File: src/rtl/bram_rr_arbiter.sv
// -----------------------------------------------------------------------------
// bram_rr_arbiter
//   Round-robin arbiter that shares one simple dual-port BRAM between NREQ
//   requesters. Accepts at most one read or write command per cycle, drives
//   BRAM port A (write) and port B (read address), and returns read data two
//   cycles after acceptance, tagged with the issuing requester's index.
//
// Optional feature (macro BRAM_ARB_LOCK_EN):
//   Adds req_lock. An accepted command with its lock bit set pins arbitration
//   to that requester until it issues an unlocked command or drops valid.
//
// Ports:
//   clk         single clock for arbiter and BRAM
//   rst         asynchronous active-high reset
//   en          global grant enable (low = no new grants)
//   req_valid   per-requester command valid
//   req_ready   per-requester grant, one-hot or zero (combinational)
//   req_we      per-requester command type, 1 = write
//   req_addr    packed addresses, requester i at [i*ADDR +: ADDR]
//   req_wdata   packed write data, requester i at [i*DATA +: DATA]
//   req_lock    (BRAM_ARB_LOCK_EN only) per-requester lock request
//   rsp_valid   read data valid
//   rsp_id      owner of rsp_data
//   rsp_data    read data, bram_doutb passed through
//   bram_wea    BRAM port A write enable
//   bram_addra  BRAM port A address
//   bram_dina   BRAM port A write data
//   bram_addrb  BRAM port B address
//   bram_doutb  BRAM port B registered read data (one-cycle latency)
// -----------------------------------------------------------------------------
module bram_rr_arbiter #(
  parameter int unsigned DATA = 128,
  parameter int unsigned ADDR = 9,
  parameter int unsigned NREQ = 4,
  parameter int unsigned IDW  = 2
) (
  input  logic                   clk,
  input  logic                   rst,
  input  logic                   en,
  input  logic [NREQ-1:0]        req_valid,
  output logic [NREQ-1:0]        req_ready,
  input  logic [NREQ-1:0]        req_we,
  input  logic [NREQ*ADDR-1:0]   req_addr,
  input  logic [NREQ*DATA-1:0]   req_wdata,
`ifdef BRAM_ARB_LOCK_EN
  input  logic [NREQ-1:0]        req_lock,
`endif
  output logic                   rsp_valid,
  output logic [IDW-1:0]         rsp_id,
  output logic [DATA-1:0]        rsp_data,
  output logic                   bram_wea,
  output logic [ADDR-1:0]        bram_addra,
  output logic [DATA-1:0]        bram_dina,
  output logic [ADDR-1:0]        bram_addrb,
  input  logic [DATA-1:0]        bram_doutb
);

  // Index of the most recently granted requester; search starts just after it.
  logic [IDW-1:0]  rr_ptr;

  // Arbitration results for the current cycle.
  logic [NREQ-1:0] elig;
  logic            found;
  logic [IDW-1:0]  win;
  logic [IDW-1:0]  cand;
  logic            accept;

  // Command fields of the winning requester.
  logic [ADDR-1:0] addr_a [NREQ];
  logic [DATA-1:0] wdata_a [NREQ];
  logic            sel_we;
  logic [ADDR-1:0] sel_addr;
  logic [DATA-1:0] sel_wdata;

  // Read token in the address stage (cycle after acceptance).
  logic            rd1_valid;
  logic [IDW-1:0]  rd1_id;

  // Unpack per-requester address and data buses.
  for (genvar g = 0; g < NREQ; g++) begin : g_unpack
    assign addr_a[g]  = req_addr[g*ADDR +: ADDR];
    assign wdata_a[g] = req_wdata[g*DATA +: DATA];
  end

`ifdef BRAM_ARB_LOCK_EN
  logic           lock_q;
  logic [IDW-1:0] lock_owner;

  // While locked, only the owner may compete.
  always_comb begin
    elig = req_valid;
    if (lock_q) begin
      elig = req_valid & (NREQ'(1) << lock_owner);
    end
  end

  // Lock follows the lock bit of each accepted command; owner dropping valid
  // releases it.
  always_ff @(posedge clk or posedge rst) begin
    if (rst) begin
      lock_q     <= 1'b0;
      lock_owner <= '0;
    end else if (accept) begin
      lock_q     <= req_lock[win];
      lock_owner <= win;
    end else if (lock_q && !req_valid[lock_owner]) begin
      lock_q     <= 1'b0;
    end
  end
`else
  always_comb begin
    elig = req_valid;
  end
`endif

  // Rotating priority search: rr_ptr+1, rr_ptr+2, ... modulo NREQ.
  always_comb begin
    found = 1'b0;
    win   = '0;
    cand  = '0;
    for (int unsigned k = 1; k <= NREQ; k++) begin
      cand = IDW'((32'(rr_ptr) + k) % NREQ);
      if (!found && elig[cand]) begin
        found = 1'b1;
        win   = cand;
      end
    end
  end

  // Grant is suppressed while reset is asserted so it drops immediately.
  always_comb begin
    req_ready = '0;
    if (en && found && !rst) begin
      req_ready[win] = 1'b1;
    end
  end

  assign accept = en & found & ~rst;

  // Winner's command fields.
  always_comb begin
    sel_we    = req_we[win];
    sel_addr  = addr_a[win];
    sel_wdata = wdata_a[win];
  end

  // Round-robin pointer: moves to the winner on every acceptance.
  always_ff @(posedge clk or posedge rst) begin
    if (rst) begin
      rr_ptr <= IDW'(NREQ - 1);
    end else if (accept) begin
      rr_ptr <= win;
    end
  end

  // Port A: write issued the cycle after acceptance; address/data hold.
  always_ff @(posedge clk or posedge rst) begin
    if (rst) begin
      bram_wea   <= 1'b0;
      bram_addra <= '0;
      bram_dina  <= '0;
    end else begin
      bram_wea <= accept & sel_we;
      if (accept && sel_we) begin
        bram_addra <= sel_addr;
        bram_dina  <= sel_wdata;
      end
    end
  end

  // Port B address stage: address holds its last value when idle.
  always_ff @(posedge clk or posedge rst) begin
    if (rst) begin
      bram_addrb <= '0;
      rd1_valid  <= 1'b0;
      rd1_id     <= '0;
    end else begin
      rd1_valid <= accept & ~sel_we;
      if (accept && !sel_we) begin
        bram_addrb <= sel_addr;
        rd1_id     <= win;
      end
    end
  end

  // Response stage aligned with the BRAM's registered output.
  always_ff @(posedge clk or posedge rst) begin
    if (rst) begin
      rsp_valid <= 1'b0;
      rsp_id    <= '0;
    end else begin
      rsp_valid <= rd1_valid;
      if (rd1_valid) begin
        rsp_id <= rd1_id;
      end
    end
  end

  assign rsp_data = bram_doutb;

endmodule

File: config.mk
export PLATFORM = sky130hd
export DESIGN_NAME = bram_rr_arbiter
export DESIGN_NICKNAME = d
export VERILOG_FILES = /design/src/rtl/bram_rr_arbiter.sv
export SDC_FILE = /design/constraint.sdc
export NUM_CORES = 1
export LEC_CHECK = 0
export BUFFER_PORTS_ARGS = -buffer_cell sky130_fd_sc_hd__buf_2
export CORE_AREA = 10 10 372 374
export DETAILED_ROUTE_END_ITERATION = 6
export DIE_AREA = 0 0 382 384
export SLEW_MARGIN = 20
export SYNTH_ARGS = -nofsm -noshare
export SYNTH_HDL_FRONTEND = slang
export SYNTH_SLANG_ARGS = --single-unit
File: constraint.sdc
create_clock -name clk -period 7.7 [get_ports clk]
set_clock_uncertainty 0.2 [all_clocks]
set_input_delay 0.385 -clock clk [delete_from_list [all_inputs] [get_ports clk]]
set_output_delay 0.385 -clock clk [all_outputs]
set_load 0.02 [all_outputs]
==> out/results.tsv, run 1 <==
metric	value	unit
global routing usage summed across all routing layers	0.133	
Num CTS Buffers	17	
number of H-tree branching levels	4	
final hold violation count	0	
total of warnings raised by yosys	0	
Detail Route met2 WL	44900	um
transition time of the tightest slew-check pin	1.04	ns
clock root cell	sky130_fd_sc_hd__clkbuf_16	
Via density	3.57	
CTS tree	yes	
Post-Route Hold Slack	0.0908	ns
layout net count	2599	
required time at the endpoint of the critical path	7.88	ns
portion of the clock cycle consumed by the worst path in the final layout	0.571	
half-perimeter wire length after placement	88600	um
worst min-delay path class	input pin to register	
hold-fix buffer count after cts	1	
number of standard-cell rows in the floorplan	133	
number of unique standard cell types used by synthesis	28	
initial core utilization	0.0844	
pin count of the biggest net entering global routing	161	
post-synth net total	2087	
final-layout fill cell count	15400	
Die ar.	0.147	mm^2
Max rail drop VDD	0.174	mV
unrepaired setup endpoints after global routing	false	
total power per unit cell area	317	mW/mm^2
count of flip-flops with a built-in enable after synthesis	0	
number of design rule violations left after detail routing	0	
area of the mapped netlist	0.0110	mm^2
Cells after Synth	1400	
number of global-route vias before repair	13100	
Final Max Tran Viols	0	
Post-Route WL	102000	um
total grt overflow	0	
Final WS setup	3.31	ns
port buffer count	712	
Core Footprint	0.131	mm^2
drt pass-1 iters	5	
proportion of netlist area held by the largest area contributor	0.347	
sum of routed wire segments on met1	41800	um
top-level I/O count	969	
clock sinks	155	
Post-Place Setup Slack	3.29	ns
final routed wire length divided by cell count	27.6	um
static power due to leakage	0.00779	uW
post-layout minimum cycle time	4.39	ns
Final Wtd Congestion	0.874	
Iter 0 DRT Violations	929	
type of element launching the critical path	register	
sequential element share of the synthesized area	0.352	
placed cell count	3647	
maximum number of buffers from clock root to sink	2	
final standard cell count with taps included and fillers excluded	3692	
max cap viols	0	
Worst Path Arrival	4.57	ns
die span in y	384	um
final count of negative-setup-slack endpoints	0	
highest metal layer used by the detailed router	met5	
share of synthesized registers carrying an async set or reset	1.00	
cell type contributing the most total cell area after synthesis	sky130_fd_sc_hd__dfrtp_1	
register bit count reported by yosys	155	
Reg clk slew, reported paths	0.08	ns
wire length on met3	11800	um
number of nets with antenna violations after detailed routing	0	
Worst-Skew Late Latency	0.50	ns
end-of-flow core utilization	0.123	
post-CTS resize count	0	
die extent in x	382	um
most used flip-flop cell after synthesis	sky130_fd_sc_hd__dfrtp_1	
area growth from synthesis to final layout	46.0	%
Setup Fix Bufs, Post-CTS	0	
crit-path max FO	55	
Area contributors post-synth	sky130_fd_sc_hd__dfrtp_1 35%, sky130_fd_sc_hd__nand2_1 19%, sky130_fd_sc_hd__mux2_1 12%, sky130_fd_sc_hd__buf_4 8.8%, sky130_fd_sc_hd__and3_1 7.8%	
Max-Slew Margin vs Limit	0.303	
share of layout cells above drive strength 1	0.414	
Worst Setup Path Type	register to register	
nature of the critical path endpoint	register	
initial antenna violation count	154	
Max Clk Rate	228	MHz
Synth Area per Inst	7.88	um^2
setup total negative slack	0	ns
total vias in the final route	13200	
run status	complete, no violations	
first-pass GRT wire length	130000	um
## state kept, by name, indices dropped and copies added, names as in the netlist
signal and flops:
bram_dina 128, bram_addra 9, bram_addrb 9, rd1_id 2, rr_ptr 2, rsp_id 2, bram_wea 1, rd1_valid 1
rsp_valid 1
## path summary, 6_finish.rpt
| kind | from | endpoint | slack, ns | cells after the start |
|---|---|---|---|---|
| min in group asynchronous | rst | bram_dina[28] | 0.25 | 3 |
| hold reg to reg | rd1_valid | rsp_valid | 0.27 | 0 |
| hold / removal | req_wdata[353] | bram_dina[97] | 0.09 | 4 |
| setup reg to reg | rr_ptr[0] | bram_dina[60] | 3.31 | 8 |
| setup / recovery | rr_ptr[0] | bram_dina[60] | 3.31 | 8 |
| max in group asynchronous | rst | bram_dina[4] | 5.79 | 4 |
## placed cells by master, fill, tap and decap left out
cell type / instances
sky130_fd_sc_hd__mux2_2: 30
sky130_fd_sc_hd__o21ai_0: 1
sky130_fd_sc_hd__buf_12: 1
sky130_fd_sc_hd__a211o_4: 2
sky130_fd_sc_hd__nor2_1: 9
sky130_fd_sc_hd__buf_4: 14
sky130_fd_sc_hd__nand2b_1: 3
sky130_fd_sc_hd__mux2i_1: 2
sky130_fd_sc_hd__diode_2: 12
sky130_fd_sc_hd__o21a_1: 1
sky130_fd_sc_hd__a211oi_4: 2
sky130_fd_sc_hd__clkinv_8: 2
sky130_fd_sc_hd__inv_6: 5
sky130_fd_sc_hd__dfstp_2: 2
sky130_fd_sc_hd__nand3_1: 1
sky130_fd_sc_hd__buf_2: 712
sky130_fd_sc_hd__mux2_1: 119
sky130_fd_sc_hd__nor3b_1: 1
sky130_fd_sc_hd__inv_1: 2
sky130_fd_sc_hd__dfrtp_1: 153
sky130_fd_sc_hd__and3_1: 138
sky130_fd_sc_hd__dlygate4sd3_1: 1
sky130_fd_sc_hd__clkbuf_8: 1
sky130_fd_sc_hd__a21oi_1: 1
sky130_fd_sc_hd__nand2_1: 555
sky130_fd_sc_hd__a22o_1: 2
sky130_fd_sc_hd__a31oi_1: 137
sky130_fd_sc_hd__clkbuf_16: 17
sky130_fd_sc_hd__nor3_1: 1
sky130_fd_sc_hd__clkinvlp_4: 2
sky130_fd_sc_hd__o22a_4: 1
sky130_fd_sc_hd__o21ai_1: 1
sky130_fd_sc_hd__inv_8: 6
## report_power, final
part / internal, uW / switching, uW / leakage (uW)
Clock: 443 / 502 / 0.000284
Sequential: 1220 / 247 / 0.00183
Combinational: 937 / 1760 / 0.00567
## worst max-delay path, stage by stage (launching register included)
cell and delay (ns):
sky130_fd_sc_hd__dfstp_2 0.55, sky130_fd_sc_hd__nand2b_1 0.22, sky130_fd_sc_hd__o21ai_1 0.18, sky130_fd_sc_hd__a211oi_4 0.27
sky130_fd_sc_hd__buf_4 0.57, sky130_fd_sc_hd__mux2i_1 0.44, sky130_fd_sc_hd__o22a_4 0.57, sky130_fd_sc_hd__buf_4 0.69
sky130_fd_sc_hd__mux2_1 0.39
## per-layer routing
metal	track usage	up-vias
met5	0.00584	-
met4	0.0299	22
met3	0.0591	295
met2	0.212	1058
met1	0.164	6173
li1	-	5628
## synthesized netlist by cell type (2+ instances only)
cell                       instances
sky130_fd_sc_hd__and3_1          138
sky130_fd_sc_hd__buf_4           129
sky130_fd_sc_hd__clkbuf_1         79
sky130_fd_sc_hd__nand2_1         555
sky130_fd_sc_hd__mux2_1          119
sky130_fd_sc_hd__a31oi_1         137
sky130_fd_sc_hd__buf_2             7
sky130_fd_sc_hd__inv_1             3
sky130_fd_sc_hd__nand2b_1          3
sky130_fd_sc_hd__dfstp_2           2
sky130_fd_sc_hd__mux2_2           30
sky130_fd_sc_hd__nor2_1            9
sky130_fd_sc_hd__buf_6            13
sky130_fd_sc_hd__dfrtp_1         153
sky130_fd_sc_hd__a211o_1           2
sky130_fd_sc_hd__a22o_1            2
sky130_fd_sc_hd__mux2i_1           2
sky130_fd_sc_hd__buf_1             7
## cell type report
type	instances	area [um^2]	area share
antenna	12	30.0	0.00186
clock buffer	18	439	0.0273
sequential	155	3880	0.241
inverter	3	18.8	0.00116
multi-input combinational	1007	5700	0.354
clock inverter	14	148	0.00916
tap	1755	2200	0.136
timing repair buffer	728	3700	0.230
## cells by family (layout without fill, tap and decap cells)
family,after synthesis,after routing,synth area share
multiplexers,151,151,0.154
flip-flops,155,155,0.352
AND/OR/NAND/NOR,708,708,0.273
AO/OA/AOI/OAI,148,148,0.0866
other,0,12,0
buffers and inverters,238,763,0.134
## through the flow
stage                     power, uW  area (um^2)
after floorplan                3090        11000
after CTS                      5250        16100
after global routing           5490        16100
after global placement         4190        15500
final                          5120        16100
after detailed placement       4230        15500
(Power assumes the default switching activity.)
==> inputs of run 2 (changes only) <==
ABC_AREA = 1   (was not set)
CORE_AREA = 10 10 368 370   (was 10 10 372 374)
DIE_AREA = 0 0 378 380   (was 0 0 382 384)
clock period = 3.9 ns   (was 7.7 ns; I/O delays follow)
==> run 2 against run 1 <==
  * Combinational power increased to 8.1 times the previous value
  * Synthesized cell count rose by 58%
  * Die area is 2.1% lower
  * The run now ends with design-rule violations left
==> out/results.tsv, run 2 <==
metric	value	unit	change
commonest cells after routing, fill and taps aside	1,300 x sky130_fd_sc_hd__nand2_1, 712 x sky130_fd_sc_hd__buf_2, 458 x sky130_fd_sc_hd__dlygate4sd3_1		
Final Wtd Congestion	0.962		+10%
post-layout minimum cycle time	3.83	ns	-0.569 ns
final count of negative-setup-slack endpoints	0		unchanged
placed cell areas	0.0172	mm^2	+11%
Post-Route WL	118000	um	+15%
most used flip-flop cell after synthesis	sky130_fd_sc_hd__dfrtp_1		
largest register by flop count	bram_dina		
Reg clk slew, reported paths	0.08	ns	about the same
Area contributors post-synth	sky130_fd_sc_hd__nand2_1 38%, sky130_fd_sc_hd__dfrtp_1 30%, sky130_fd_sc_hd__nand3_1 16%, sky130_fd_sc_hd__buf_4 8.3%, sky130_fd_sc_hd__buf_2 3.3%		
area of the mapped netlist	0.0128	mm^2	+16%
area growth from synthesis to final layout	78.4	%	
number of nets with antenna violations after detailed routing	0		unchanged
share of layout cells above drive strength 1	0.261		-0.153
die extent in x	378	um	-1.0%
number of H-tree branching levels	4		unchanged
cell with the most instances after synthesis	sky130_fd_sc_hd__nand2_1		
Total Power	26700	uW	+420%
Iter 0 DRT Violations	1574		+69%
final routed wire length divided by cell count	24.3	um	-12%
total grt overflow	0		unchanged
violations in the final reports	design-rule violations		
number of unique standard cell types used by synthesis	22		-21%
Worst Path Arrival	4.08	ns	-0.49 ns
Final Max Tran Viols	0		unchanged
number of design rule violations left after detail routing	6		+6
post-synth net total	2893		+39%
maximum number of buffers from clock root to sink	2		unchanged
Synth Area per Inst	5.81	um^2	-26%
max cap viols	0		unchanged
sequential element share of the synthesized area	0.303		-0.0487
fin area	0.0228	mm^2	+42%
die span in y	380	um	-1.0%
count of flip-flops with a built-in enable after synthesis	0		unchanged
half-perimeter wire length after placement	91500	um	+3.2%
final-layout fill cell count	14600		-4.7%
register bit count reported by yosys	155		unchanged
transition time of the tightest slew-check pin	1.01	ns	-0.0389 ns
setup total negative slack	0	ns	unchanged
global routing usage summed across all routing layers	0.151		+0.0181
Final WS setup	0.0750	ns	-3.23 ns
clock root cell	sky130_fd_sc_hd__clkbuf_16		
Die ar.	0.144	mm^2	-2.1%
Cells after Synth	2206		+58%
largest registers in the final layout	bram_dina: 128 flops, bram_addra: 9 flops, bram_addrb: 9 flops		
multi-input gate area in the final layout	0.00729	mm^2	+28%
Sequential Area	0.00388	mm^2	unchanged
CTS tree	yes		
drt pass-1 iters	7		+2
port buffer count	712		unchanged
initial core utilization	0.0997		+0.0153
number of standard-cell rows in the floorplan	132		-0.75%
Post-Place Setup Slack	0.603	ns	-2.69 ns
total of warnings raised by yosys	0		unchanged
Max Clk Rate	261	MHz	+15%
number of global-route vias before repair	18700		+43%
final hold violation count	0		unchanged
clock sinks	155		unchanged
run status	finished with violations		
Core Footprint	0.128	mm^2	-1.8%
required time at the endpoint of the critical path	4.16	ns	-3.72 ns
Max-Slew Margin vs Limit	0.329		+0.0260
crit-path max FO	102		+85%
pin count of the biggest net entering global routing	128		-20%
initial antenna violation count	61		-60%
top cell types by occurrence after synthesis	1,302 x sky130_fd_sc_hd__nand2_1, 419 x sky130_fd_sc_hd__nand3_1, 153 x sky130_fd_sc_hd__dfrtp_1, 142 x sky130_fd_sc_hd__buf_4, 84 x sky130_fd_sc_hd__buf_2		
cell type contributing the most total cell area after synthesis	sky130_fd_sc_hd__nand2_1		
max FFs per register	128		unchanged
Worst-Skew Late Latency	0.52	ns	+0.02 ns
layout net count	3834		+48%
commonest non-fill, non-tap cell in the layout	sky130_fd_sc_hd__nand2_1		
top-level I/O count	969		unchanged
Num CTS Buffers	17		unchanged
share of synthesized registers carrying an async set or reset	1.00		unchanged
unrepaired setup endpoints after global routing	true		
Worst Setup Path Type	register to register		
static power due to leakage	0.0126	uW	+62%
proportion of netlist area held by the largest area contributor	0.382		+0.0346
Via density	3.98		+11%
type of element launching the critical path	register		
first-pass GRT wire length	153000	um	+17%
portion of the clock cycle consumed by the worst path in the final layout	0.981		+0.410
total power per unit cell area	1170	mW/mm^2	+270%
Max rail drop VDD	1.22	mV	+600%
total vias in the final route	19300		+46%
nature of the critical path endpoint	register		
worst min-delay path class	input pin to register		
## run 2: cell count changes in the layout (fill, tap and decap cells not counted), sizes merged, moves of 7 or more
cell,delta
a31oi,-137
and3,-138
buf,+25
clkbuf,+7
dlygate4sd3,+457
mux2,-147
nand2,+754
nand3,+419
## run 2: cell families after synthesis
| family | Yosys count | share of synthesized area |
|---|---|---|
| and+or+nand+nor | 1741 | 0.555 |
| buffers and inverters | 304 | 0.139 |
| DFF | 155 | 0.303 |
| AOI/OAI and AO/OA | 4 | 0.00156 |
| muxes | 2 | 0.00176 |
## run 2: power by group
part	switching (uW)	leakage [uW]	internal [uW]
sequential	427	0.00198	2320
combinational	13600	0.0104	8340
clock	881	0.000311	1080
## run 2: final timing paths
path / start / end / slack [ns] / cells after the start
setup / recovery: rr_ptr[0] / bram_dina[60] / 0.07 / 16
hold / removal: req_wdata[183] / bram_dina[55] / 0.05 / 7
setup reg to reg: rr_ptr[0] / bram_dina[60] / 0.07 / 16
hold reg to reg: bram_dina[102] / bram_dina[102] / 0.27 / 2
max in group asynchronous: rst / bram_addrb[6] / 1.89 / 6
min in group asynchronous: rst / bram_dina[45] / 0.24 / 4
## run 2: metal layers
metal	share of wire	vias up	wire (um)	global-route usage
li1	-	8686	-	-
met1	0.37	9037	43000	0.164
met2	0.47	1289	55800	0.257
met3	0.13	235	15000	0.0770
met4	0.032	22	3720	0.0413
met5	0.0020	-	231	0.00472
## run 2: worst max-delay path, cell delays in order (launching register included)
cell and delay [ns]:
sky130_fd_sc_hd__dfstp_2 0.58, sky130_fd_sc_hd__inv_2 0.12, sky130_fd_sc_hd__nand2_1 0.09, sky130_fd_sc_hd__nand2_1 0.08, sky130_fd_sc_hd__nand2_1 0.11, sky130_fd_sc_hd__nand2_2 0.10
sky130_fd_sc_hd__nor2_4 0.14, sky130_fd_sc_hd__nand3_2 0.14, sky130_fd_sc_hd__nand2_8 0.17, sky130_fd_sc_hd__buf_12 0.28, sky130_fd_sc_hd__nand3_1 0.44, sky130_fd_sc_hd__nand2_1 0.17
sky130_fd_sc_hd__nand2_1 0.06, sky130_fd_sc_hd__nand2_1 0.06, sky130_fd_sc_hd__dlygate4sd3_1 0.54, sky130_fd_sc_hd__nand3_1 0.11, sky130_fd_sc_hd__nand2_1 0.11
## run 2: what timing repair did
action / 4_1_cts / 5_1_grt
hold buffers: 459 / 0
buffers inserted: 0 / 13
hold endpoints to repair: 166 / 0
cloned: 0 / 5
pin swaps: 0 / 4
resized for setup: 1 / 19
setup endpoints to repair: 1 / 38
## run 2: stage by stage
stage	hold slack (ns)	utilization	cells
CTS	0.00152	0.175	4817
finish	0.0514	0.178	4847
global placement	0.190	0.134	4326
detailed placement	0.190	0.134	4326
floorplan	0.190	-	2206
global route	0.0310	0.178	4840
## run 2: cell type report
type / count / area share
inverter: 10 / 0.00225
timing repair buffer: 1216 / 0.388
multi-input combinational: 1747 / 0.319
clock inverter: 12 / 0.00783
clock buffer: 20 / 0.0204
tap: 1675 / 0.0917
antenna: 12 / 0.00131
sequential: 155 / 0.170
